===== src/rtl/mem_stage_pkg.sv =====
// Shared widths, opcode map and memory-stage FSM encoding for the pipeline.
// Opcode-class helpers keep the decode of "memory" and "control-flow" ops in one place.
package mem_stage_pkg;

  localparam int unsigned REG_WIDTH    = 16;
  localparam int unsigned OPCODE_WIDTH = 8;
  localparam int unsigned PC_WIDTH     = 16;

  localparam logic [OPCODE_WIDTH-1:0] OP_ADD_D  = 8'h00;
  localparam logic [OPCODE_WIDTH-1:0] OP_ADDI_D = 8'h01;
  localparam logic [OPCODE_WIDTH-1:0] OP_AND_D  = 8'h02;
  localparam logic [OPCODE_WIDTH-1:0] OP_MOV    = 8'h03;
  localparam logic [OPCODE_WIDTH-1:0] OP_LDW    = 8'h10;
  localparam logic [OPCODE_WIDTH-1:0] OP_STW    = 8'h11;
  localparam logic [OPCODE_WIDTH-1:0] OP_BRN    = 8'h20;
  localparam logic [OPCODE_WIDTH-1:0] OP_BRZ    = 8'h21;
  localparam logic [OPCODE_WIDTH-1:0] OP_BRP    = 8'h22;
  localparam logic [OPCODE_WIDTH-1:0] OP_BRNZP  = 8'h23;
  localparam logic [OPCODE_WIDTH-1:0] OP_JMP    = 8'h28;
  localparam logic [OPCODE_WIDTH-1:0] OP_JSR    = 8'h29;
  localparam logic [OPCODE_WIDTH-1:0] OP_JSRR   = 8'h2A;

  typedef enum logic {
    MEM_ST_IDLE = 1'b0,
    MEM_ST_WAIT = 1'b1
  } mem_state_e;

  function automatic logic is_mem_op(input logic [OPCODE_WIDTH-1:0] op);
    return (op == OP_LDW) || (op == OP_STW);
  endfunction

  function automatic logic is_branch_op(input logic [OPCODE_WIDTH-1:0] op);
    return (op == OP_BRN) || (op == OP_BRZ) || (op == OP_BRP) || (op == OP_BRNZP) ||
           (op == OP_JMP) || (op == OP_JSR) || (op == OP_JSRR);
  endfunction

endpackage


===== src/rtl/mem_timeout_ctr.sv =====
// Loadable up-counter bounding how long the memory stage waits for an ack.
// Updates on the falling clock edge to match the rest of the pipeline.
module mem_timeout_ctr #(
  parameter int unsigned Timeout = 16
) (
  input  logic clk_i,
  input  logic rst_ni,
  input  logic load_i,
  input  logic en_i,
  output logic tc_o
);

  localparam int unsigned CntW = $clog2(Timeout);

  logic [CntW-1:0] cnt_q, cnt_d;

  always_comb begin
    cnt_d = cnt_q;
    if (load_i) begin
      cnt_d = '0;
    end else if (en_i) begin
      cnt_d = cnt_q + 1'b1;
    end
  end

  always_ff @(negedge clk_i or negedge rst_ni) begin
    if (!rst_ni) begin
      cnt_q <= '0;
    end else begin
      cnt_q <= cnt_d;
    end
  end

  assign tc_o = (cnt_q == CntW'(Timeout - 1));

endmodule


===== src/rtl/mem_stage.sv =====
// Pipeline memory stage: issues LDW/STW over a req/ack port, redirects fetch on
// control-flow ops and forwards a registered bundle to writeback.
module mem_stage
  import mem_stage_pkg::*;
#(
  parameter int unsigned DMEM_ADDR_WIDTH = 10,
  parameter int unsigned TIMEOUT         = 16
) (
  input  logic                       I_CLOCK,
  input  logic                       I_RESET_N,
  input  logic                       I_LOCK,
  input  logic [REG_WIDTH-1:0]       I_ALUOut,
  input  logic [OPCODE_WIDTH-1:0]    I_Opcode,
  input  logic [3:0]                 I_DestRegIdx,
  input  logic [REG_WIDTH-1:0]       I_DestValue,
  input  logic                       I_FetchStall,
  input  logic                       I_DepStall,
  input  logic                       I_DMemAck,
  input  logic [REG_WIDTH-1:0]       I_DMemRData,
  output logic                       O_DMemReq,
  output logic                       O_DMemWe,
  output logic [DMEM_ADDR_WIDTH-1:0] O_DMemAddr,
  output logic [REG_WIDTH-1:0]       O_DMemWData,
  output logic                       O_MemStall,
  output logic                       O_BranchValid,
  output logic [PC_WIDTH-1:0]        O_BranchPC,
  output logic                       O_LOCK,
  output logic [REG_WIDTH-1:0]       O_ALUOut,
  output logic [REG_WIDTH-1:0]       O_MemOut,
  output logic [OPCODE_WIDTH-1:0]    O_Opcode,
  output logic [3:0]                 O_DestRegIdx,
  output logic                       O_FetchStall,
  output logic                       O_DepStall,
  output logic                       O_MemError
);

  mem_state_e                 state_q, state_d;
  logic                       req_q, req_d;
  logic                       we_q, we_d;
  logic [DMEM_ADDR_WIDTH-1:0] addr_q, addr_d;
  logic [REG_WIDTH-1:0]       wdata_q, wdata_d;
  logic                       mem_stall_q, mem_stall_d;
  logic                       br_valid_q, br_valid_d;
  logic [PC_WIDTH-1:0]        br_pc_q, br_pc_d;
  logic                       lock_q, lock_d;
  logic [REG_WIDTH-1:0]       alu_q, alu_d;
  logic [REG_WIDTH-1:0]       mem_out_q, mem_out_d;
  logic [OPCODE_WIDTH-1:0]    opcode_q, opcode_d;
  logic [3:0]                 dest_q, dest_d;
  logic                       fstall_q, fstall_d;
  logic                       dstall_q, dstall_d;
  logic                       err_q, err_d;
  // Instruction captured at issue so writeback sees it even if upstream inputs drift.
  logic [REG_WIDTH-1:0]       hold_alu_q, hold_alu_d;
  logic [OPCODE_WIDTH-1:0]    hold_op_q, hold_op_d;
  logic [3:0]                 hold_dest_q, hold_dest_d;

  logic valid_in;
  logic ctr_load, ctr_en, ctr_tc;

  assign valid_in = I_LOCK & ~I_FetchStall & ~I_DepStall;

  mem_timeout_ctr #(
    .Timeout (TIMEOUT)
  ) u_timeout_ctr (
    .clk_i  (I_CLOCK),
    .rst_ni (I_RESET_N),
    .load_i (ctr_load),
    .en_i   (ctr_en),
    .tc_o   (ctr_tc)
  );

  always_comb begin
    state_d     = state_q;
    req_d       = req_q;
    we_d        = we_q;
    addr_d      = addr_q;
    wdata_d     = wdata_q;
    mem_stall_d = mem_stall_q;
    br_valid_d  = 1'b0;
    br_pc_d     = br_pc_q;
    lock_d      = lock_q;
    alu_d       = alu_q;
    mem_out_d   = mem_out_q;
    opcode_d    = opcode_q;
    dest_d      = dest_q;
    fstall_d    = fstall_q;
    dstall_d    = dstall_q;
    err_d       = err_q;
    hold_alu_d  = hold_alu_q;
    hold_op_d   = hold_op_q;
    hold_dest_d = hold_dest_q;
    ctr_load    = 1'b0;
    ctr_en      = 1'b0;

    unique case (state_q)
      MEM_ST_IDLE: begin
        lock_d   = I_LOCK;
        fstall_d = I_FetchStall;
        dstall_d = I_DepStall;
        if (valid_in) begin
          if (is_mem_op(I_Opcode)) begin
            req_d       = 1'b1;
            we_d        = (I_Opcode == OP_STW);
            addr_d      = I_ALUOut[DMEM_ADDR_WIDTH-1:0];
            wdata_d     = (I_Opcode == OP_STW) ? I_DestValue : '0;
            mem_stall_d = 1'b1;
            dstall_d    = 1'b1;
            hold_alu_d  = I_ALUOut;
            hold_op_d   = I_Opcode;
            hold_dest_d = I_DestRegIdx;
            ctr_load    = 1'b1;
            state_d     = MEM_ST_WAIT;
          end else begin
            alu_d    = I_ALUOut;
            opcode_d = I_Opcode;
            dest_d   = I_DestRegIdx;
            if (is_branch_op(I_Opcode)) begin
              br_valid_d = 1'b1;
              br_pc_d    = I_DestValue[PC_WIDTH-1:0];
            end
          end
        end
      end
      MEM_ST_WAIT: begin
        // Ack has priority over a timeout landing on the same edge.
        if (I_DMemAck || ctr_tc) begin
          req_d       = 1'b0;
          we_d        = 1'b0;
          addr_d      = '0;
          wdata_d     = '0;
          mem_stall_d = 1'b0;
          alu_d       = hold_alu_q;
          opcode_d    = hold_op_q;
          dest_d      = hold_dest_q;
          lock_d      = 1'b1;
          fstall_d    = 1'b0;
          dstall_d    = 1'b0;
          state_d     = MEM_ST_IDLE;
          if (I_DMemAck) begin
            if (hold_op_q == OP_LDW) begin
              mem_out_d = I_DMemRData;
            end
          end else begin
            err_d     = 1'b1;
            mem_out_d = '0;
          end
        end else begin
          ctr_en = 1'b1;
        end
      end
      default: state_d = MEM_ST_IDLE;
    endcase
  end

  always_ff @(negedge I_CLOCK or negedge I_RESET_N) begin
    if (!I_RESET_N) begin
      state_q     <= MEM_ST_IDLE;
      req_q       <= 1'b0;
      we_q        <= 1'b0;
      addr_q      <= '0;
      wdata_q     <= '0;
      mem_stall_q <= 1'b0;
      br_valid_q  <= 1'b0;
      br_pc_q     <= '0;
      lock_q      <= 1'b0;
      alu_q       <= '0;
      mem_out_q   <= '0;
      opcode_q    <= '0;
      dest_q      <= '0;
      fstall_q    <= 1'b0;
      dstall_q    <= 1'b0;
      err_q       <= 1'b0;
      hold_alu_q  <= '0;
      hold_op_q   <= '0;
      hold_dest_q <= '0;
    end else begin
      state_q     <= state_d;
      req_q       <= req_d;
      we_q        <= we_d;
      addr_q      <= addr_d;
      wdata_q     <= wdata_d;
      mem_stall_q <= mem_stall_d;
      br_valid_q  <= br_valid_d;
      br_pc_q     <= br_pc_d;
      lock_q      <= lock_d;
      alu_q       <= alu_d;
      mem_out_q   <= mem_out_d;
      opcode_q    <= opcode_d;
      dest_q      <= dest_d;
      fstall_q    <= fstall_d;
      dstall_q    <= dstall_d;
      err_q       <= err_d;
      hold_alu_q  <= hold_alu_d;
      hold_op_q   <= hold_op_d;
      hold_dest_q <= hold_dest_d;
    end
  end

  assign O_DMemReq     = req_q;
  assign O_DMemWe      = we_q;
  assign O_DMemAddr    = addr_q;
  assign O_DMemWData   = wdata_q;
  assign O_MemStall    = mem_stall_q;
  assign O_BranchValid = br_valid_q;
  assign O_BranchPC    = br_pc_q;
  assign O_LOCK        = lock_q;
  assign O_ALUOut      = alu_q;
  assign O_MemOut      = mem_out_q;
  assign O_Opcode      = opcode_q;
  assign O_DestRegIdx  = dest_q;
  assign O_FetchStall  = fstall_q;
  assign O_DepStall    = dstall_q;
  assign O_MemError    = err_q;

endmodule


===== config.mk =====
export PLATFORM = sky130hd
export DESIGN_NAME = mem_stage
export DESIGN_NICKNAME = d
export VERILOG_FILES = /design/src/rtl/mem_stage_pkg.sv /design/src/rtl/mem_timeout_ctr.sv /design/src/rtl/mem_stage.sv
export SDC_FILE = /design/constraint.sdc
export NUM_CORES = 1
export LEC_CHECK = 0
export ABC_AREA = 1
export CORE_MARGIN = 1.5
export CORE_UTILIZATION = 29
export DETAILED_ROUTE_END_ITERATION = 6
export GPL_ROUTABILITY_DRIVEN = 1
export PLACE_DENSITY_LB_ADDON = 0.12
export SYNTH_ARGS = -nofsm -noshare
export SYNTH_HDL_FRONTEND = slang
export SYNTH_SLANG_ARGS = --single-unit
export TNS_END_PERCENT = 5

===== constraint.sdc =====
create_clock -name I_CLOCK -period 1.9 [get_ports I_CLOCK]
set_clock_uncertainty 0.15 [all_clocks]
set_input_delay 0.19 -clock I_CLOCK [delete_from_list [all_inputs] [get_ports I_CLOCK]]
set_output_delay 0.19 -clock I_CLOCK [all_outputs]
set_load 0.01 [all_outputs]

Word level (Yosys, flattened, before mapping)
Index checks and enable logic that the tools add are counted.
{"block": "totals", "wordCells": 106, "in_bits": 66, "reg_bits": 126, "out_inout_bits": 94}
{"block": "classes", "reduce_logical": 15, "bitwise_logic": 7, "n_addsub": 1, "eq_ne": 16, "muxes": 48}
{"op": "16-bit two-way mux", "n": 9}
{"op": "16-bit case mux with 2 select lines", "n": 2}
{"op": "8-bit by 6-bit == test with 1-bit output (second input constant)", "n": 7}
{"op": "10-bit two-way mux", "n": 3}
{"op": "8-bit by 5-bit == test with 1-bit output (second input constant)", "n": 3}
{"op": "8-bit two-way mux", "n": 3}
{"op": "4-bit two-way mux", "n": 5}
{"op": "10-bit case mux with 2 select lines", "n": 1}
{"op": "1-bit two-way mux", "n": 17}
{"op": "8-bit case mux with 2 select lines", "n": 1}
{"op": "3-bit AND reduction", "n": 5}
{"op": "1-bit case mux with 2 select lines", "n": 6}
{"op": "1-bit logical OR", "n": 8}
{"op": "4-bit case mux with 2 select lines", "n": 1}
{"op": "2-bit inequality test (second input constant)", "n": 3}
{"op": "1-bit inverter", "n": 5}
{"op": "4-bit by 1-bit adder with 4-bit output (second input constant)", "n": 1}
{"op": "4-bit == test (second input constant)", "n": 1}
{"op": "2-bit by 1-bit inequality test with 1-bit output (second input constant)", "n": 2}
{"op": "4-bit AND reduction", "n": 1}
{"op": "1-bit AND", "n": 2}
{"op": "2-bit nonzero test", "n": 1}

Logic depth before layout (Yosys ltp)
{"block": "depth", "ltp_word": 11, "mapped_depth": 9, "mapped_depth_nobuf": 8}

Cells and area by module
A second synthesis with hierarchy kept.
{"block": "unflattened", "hier_cells": 682, "area_unflattened_um2": 5724.2}
{"mod": "mem_stage", "cells_per_inst": 658, "area_each_um2": 5527.8, "seq_area_each_um2": 3052.9, "n_inst": 1}
{"mod": "mem_timeout_ctr", "cells_per_inst": 24, "area_each_um2": 196.4, "seq_area_each_um2": 100.1, "n_inst": 1}

==> run_summary.xml <==
<?xml version="1.0" encoding="UTF-8"?>
<metrics>
  <group name="clock_tree">
    <metric name="clock_latency" unit="ns">0.39</metric>
    <metric name="ctsRootBufferMaster" unit="">sky130_fd_sc_hd__clkbuf_16</metric>
    <metric name="cts.path.max_buffers" unit="">2</metric>
    <metric name="cts_buffers" unit="">17</metric>
    <metric name="clock_net_sink_count" unit="">126</metric>
    <metric name="clkTransAtPathRegs" unit="ns">0.04</metric>
    <metric name="clock_tree_from_tritoncts" unit="">built</metric>
    <metric name="htreeDepth" unit="">4</metric>
  </group>
  <group name="floorplanning">
    <metric name="fp-row-count" unit="">51</metric>
    <metric name="io_pins" unit="">160</metric>
    <metric name="die_area" unit="µm²">21000</metric>
    <metric name="initial_core_util" unit="%">29.8</metric>
    <metric name="die_width" unit="µm">145</metric>
    <metric name="vertical_extent_of_the_die" unit="µm">145</metric>
    <metric name="core-area" unit="µm²">19600</metric>
  </group>
  <group name="finish">
    <metric name="mostFrequentLayoutCells" unit="">sky130_fd_sc_hd__nand2_1 (205), sky130_fd_sc_hd__dfrtn_1 (126), sky130_fd_sc_hd__buf_4 (77)</metric>
    <metric name="n_fill_cell" unit="">1912</metric>
    <metric name="final_layout_size_suffix_gt1_share" unit="%">37.2</metric>
    <metric name="syn_to_final_growth" unit="%">57.7</metric>
    <metric name="finish.cell_count_without_fillers" unit="">1193</metric>
    <metric name="final_nets" unit="">982</metric>
    <metric name="num_antenna_cells" unit="">0</metric>
    <metric name="mostFrequentLayoutCell" unit="">sky130_fd_sc_hd__nand2_1</metric>
  </group>
  <group name="routing">
    <metric name="drt-initial-drc-count" unit="">169</metric>
    <metric name="detailedRoute.firstPassIterationCount" unit="">4</metric>
    <metric name="wl_met2" unit="mm">8.00</metric>
    <metric name="finalWirelength" unit="mm">17.0</metric>
    <metric name="detail_route.drc_violations" unit="">0</metric>
    <metric name="avg_vias_per_cell" unit="">4.40</metric>
    <metric name="met3RoutedLength" unit="mm">1.32</metric>
    <metric name="antenna_violating_nets_post_route" unit="">0</metric>
    <metric name="routed_wire_length_per_instance" unit="µm">14.3</metric>
    <metric name="top_layer_used" unit="">met4</metric>
    <metric name="vias" unit="">5246</metric>
    <metric name="detail_route.wirelength.met1" unit="mm">7.55</metric>
  </group>
  <group name="min_path">
    <metric name="hold_path_startpoint" unit="">O_MemOut[8]</metric>
    <metric name="hp-class" unit="">flip-flop to flip-flop</metric>
  </group>
  <group name="synthesis">
    <metric name="synthArstFlopShare" unit="%">100</metric>
    <metric name="syn_area_per_cell" unit="µm²">8.73</metric>
    <metric name="synth-seq-area-share" unit="%">54.1</metric>
    <metric name="edff_count_synth" unit="">0</metric>
    <metric name="cell_area_after_synthesis" unit="µm²">5830</metric>
    <metric name="synth_warnings" unit="">0</metric>
    <metric name="post_synth_inst_count" unit="">668</metric>
    <metric name="ys_dominant_reg_cell" unit="">sky130_fd_sc_hd__dfrtn_1</metric>
    <metric name="syn-num-nets" unit="">735</metric>
    <metric name="yosys_register_bits" unit="">126</metric>
    <metric name="synth_cell_types" unit="">31</metric>
  </group>
  <group name="worst_setup_path">
    <metric name="worst_path_largest_cell_delay" unit="ns">0.43</metric>
    <metric name="critical_path_class" unit="">flip-flop to output pin</metric>
    <metric name="r2r-start" unit="">u_timeout_ctr.cnt_q[0]</metric>
    <metric name="crit_arrival" unit="ns">1.92</metric>
    <metric name="critPathRequiredTime" unit="ns">1.56</metric>
    <metric name="crit_path_cell_trace" unit="">buf_2</metric>
    <metric name="timing.critical_path.to_type" unit="">output pin</metric>
    <metric name="critPathLaunch" unit="">O_BranchPC[7]</metric>
    <metric name="critical-path-top-delay-family" unit="">flip-flops</metric>
    <metric name="critPathBufInv" unit="">1</metric>
    <metric name="crit_fanout" unit="">2</metric>
    <metric name="slowest_stage" unit="">sky130_fd_sc_hd__dfrtn_1</metric>
    <metric name="worst_setup_path_start_kind" unit="">flip-flop</metric>
  </group>
  <group name="grt">
    <metric name="grt_use_total" unit="%">16.6</metric>
    <metric name="grt-ovfl-total" unit="">0</metric>
    <metric name="grt_antenna_before_repair" unit="">0</metric>
    <metric name="maximum_number_of_pins_on_one_net_before_global_route_repair" unit="">33</metric>
    <metric name="first_pass_grt_wire_length" unit="mm">26.8</metric>
    <metric name="first_global_vias" unit="">5303</metric>
  </group>
  <group name="run_status">
    <metric name="violations_in_the_final_reports" unit="">setup timing</metric>
    <metric name="outcome" unit="">finished, violations left</metric>
  </group>
  <group name="timing">
    <metric name="post-route-worst-setup-slack" unit="ns">-0.363</metric>
    <metric name="worst_slew_pin_slew" unit="ns">0.356</metric>
    <metric name="finalHoldViolations" unit="">0</metric>
    <metric name="final_max_slew_viol_count" unit="">0</metric>
    <metric name="finalSetupViolCount" unit="">198</metric>
    <metric name="timing.slew.headroom" unit="%">76.2</metric>
    <metric name="grt_setup_unrepaired" unit="">yes</metric>
  </group>
  <group name="placed_design">
    <metric name="port_buffers" unit="">159</metric>
    <metric name="post-dp-hpwl" unit="mm">11.6</metric>
    <metric name="gp_routability_congestion" unit="">0.764</metric>
    <metric name="post-place-cells" unit="">1133</metric>
  </group>
  <group name="power_and_ir_drop">
    <metric name="power.density" unit="nW/µm²">816</metric>
    <metric name="pwr-share-seq" unit="%">39.6</metric>
    <metric name="worst_ir_drop_vdd" unit="mV">0.591</metric>
    <metric name="pwr-share-comb" unit="%">12.3</metric>
    <metric name="power_switching_share" unit="%">23.9</metric>
    <metric name="p_switching" unit="µW">1790</metric>
    <metric name="p_leak" unit="µW">0.00493</metric>
    <metric name="internal_power" unit="µW">5710</metric>
    <metric name="p_clk_share" unit="%">48.0</metric>
    <metric name="post-layout-total-power" unit="µW">7500</metric>
  </group>
  <group name="flow_run">
    <metric name="max_cap_viol_count" unit="">0</metric>
  </group>
</metrics>
==> cells in the mapped netlist, types with 5 or more instances <==
library cell / n / area [µm²]
sky130_fd_sc_hd__nand2_1: 219 / 822
sky130_fd_sc_hd__buf_4: 6 / 45.0
sky130_fd_sc_hd__nand2_4: 6 / 67.6
sky130_fd_sc_hd__o21ai_0: 29 / 145
sky130_fd_sc_hd__buf_6: 18 / 203
sky130_fd_sc_hd__o21ai_1: 20 / 100
sky130_fd_sc_hd__dfrtn_1: 126 / 3150
sky130_fd_sc_hd__o21ai_2: 20 / 175
sky130_fd_sc_hd__nor2_1: 18 / 67.6
sky130_fd_sc_hd__nand2_2: 5 / 31.3
sky130_fd_sc_hd__buf_2: 8 / 40.0
sky130_fd_sc_hd__inv_1: 74 / 278
sky130_fd_sc_hd__nand3_1: 94 / 470
==> worst register-to-register path, stage by stage, from the launching register on <==
cell	delay [ns]
sky130_fd_sc_hd__dfrtn_1	0.46
sky130_fd_sc_hd__ha_1	0.23
sky130_fd_sc_hd__nand3_2	0.12
sky130_fd_sc_hd__nand2_2	0.11
sky130_fd_sc_hd__nand2_4	0.11
sky130_fd_sc_hd__nand2_8	0.16
sky130_fd_sc_hd__nand2_8	0.12
sky130_fd_sc_hd__nand2_1	0.09
sky130_fd_sc_hd__nand2_1	0.05
==> kinds of logic (layout without fill, tap and decap cells) <==
logic type / after synthesis / count (layout) / share of synthesized area (%)
compound gates: 72 / 72 / 7.58
xor+xnor: 1 / 1 / 0.150
fa+ha+maj: 1 / 1 / 0.215
buf+inv: 113 / 371 / 10.2
flops: 126 / 126 / 54.1
simple gates: 355 / 357 / 27.8
==> state kept, by name (all words and copies together), names as in the netlist <==
register,count
O_BranchPC,16
O_ALUOut,16
O_DepStall,1
u_timeout_ctr.cnt_q,4
hold_dest_q,4
O_DMemAddr,10
O_BranchValid,1
O_DestRegIdx,4
state_q,1
hold_alu_q,16
O_MemStall,1
O_DMemWe,1
O_FetchStall,1
hold_op_q,8
O_Opcode,8
O_MemError,1
O_LOCK,1
O_DMemWData,16
O_MemOut,16
==> layout make-up <==
type | instances | area, µm² | share of cell area, %
Multi-Input combinational cell | 431 | 2410 | 26.2
Sequential cell | 126 | 3150 | 34.3
Inverter | 77 | 297 | 3.23
Clock inverter | 13 | 214 | 2.33
Timing Repair Buffer | 262 | 2350 | 25.5
Clock buffer | 19 | 443 | 4.82
Tap cell | 265 | 332 | 3.61
==> power groups by stage <==
stage	logic, µW	clock network, µW	registers [µW]
after floorplan	258	0	3070
after global placement	975	0	3010
after detailed placement	984	0	3020
after CTS	898	3700	2970
after global routing	1030	3810	2990
final	925	3600	2970
==> routing by layer <==
metal,global-route usage (%),vias to the layer above
met2,27.1,148
met3,6.19,12
met5,0,-
met1,20.5,2487
li1,-,2599
met4,4.41,0
==> through the flow <==
stage	cell area, µm²	hold slack [ns]	utilization [%]	setup TNS [ns]	worst slack, ns
after floorplan	5940	0.252	-	-33.92	-0.329
after global placement	8290	0.267	42.3	-141.14	-0.974
after detailed placement	8290	0.269	42.3	-142.76	-1.02
after CTS	8870	0.267	45.3	-59.80	-0.390
after global routing	9190	0.285	46.9	-49.68	-0.395
final	9190	0.262	46.9	-41.35	-0.363
==> path summary, 6_finish.rpt <==
| path | slack (ns) | depth (start not counted) | to |
|---|---|---|---|
| max in group asynchronous | 0.74 | 2 | hold_alu_q[13] |
| hold / removal | 0.26 | 2 | O_MemOut[8] |
| setup / recovery | -0.36 | 1 | O_BranchPC[7] |
| min in group asynchronous | 0.36 | 1 | hold_dest_q[1] |
| setup reg to reg | 0.14 | 8 | O_ALUOut[8] |
| hold reg to reg | 0.26 | 2 | O_MemOut[8] |
==> timing repair <==
| action | in CTS | in global routing |
|---|---|---|
| pin swaps | 10 | 22 |
| cloned | 3 | 3 |
| setup buffers | 17 | 6 |
| resized for setup | 429 | 92 |
| setup endpoints to repair | 220 | 217 |
| hold buffers | 0 | 0 |
(Power assumes the default switching activity.)
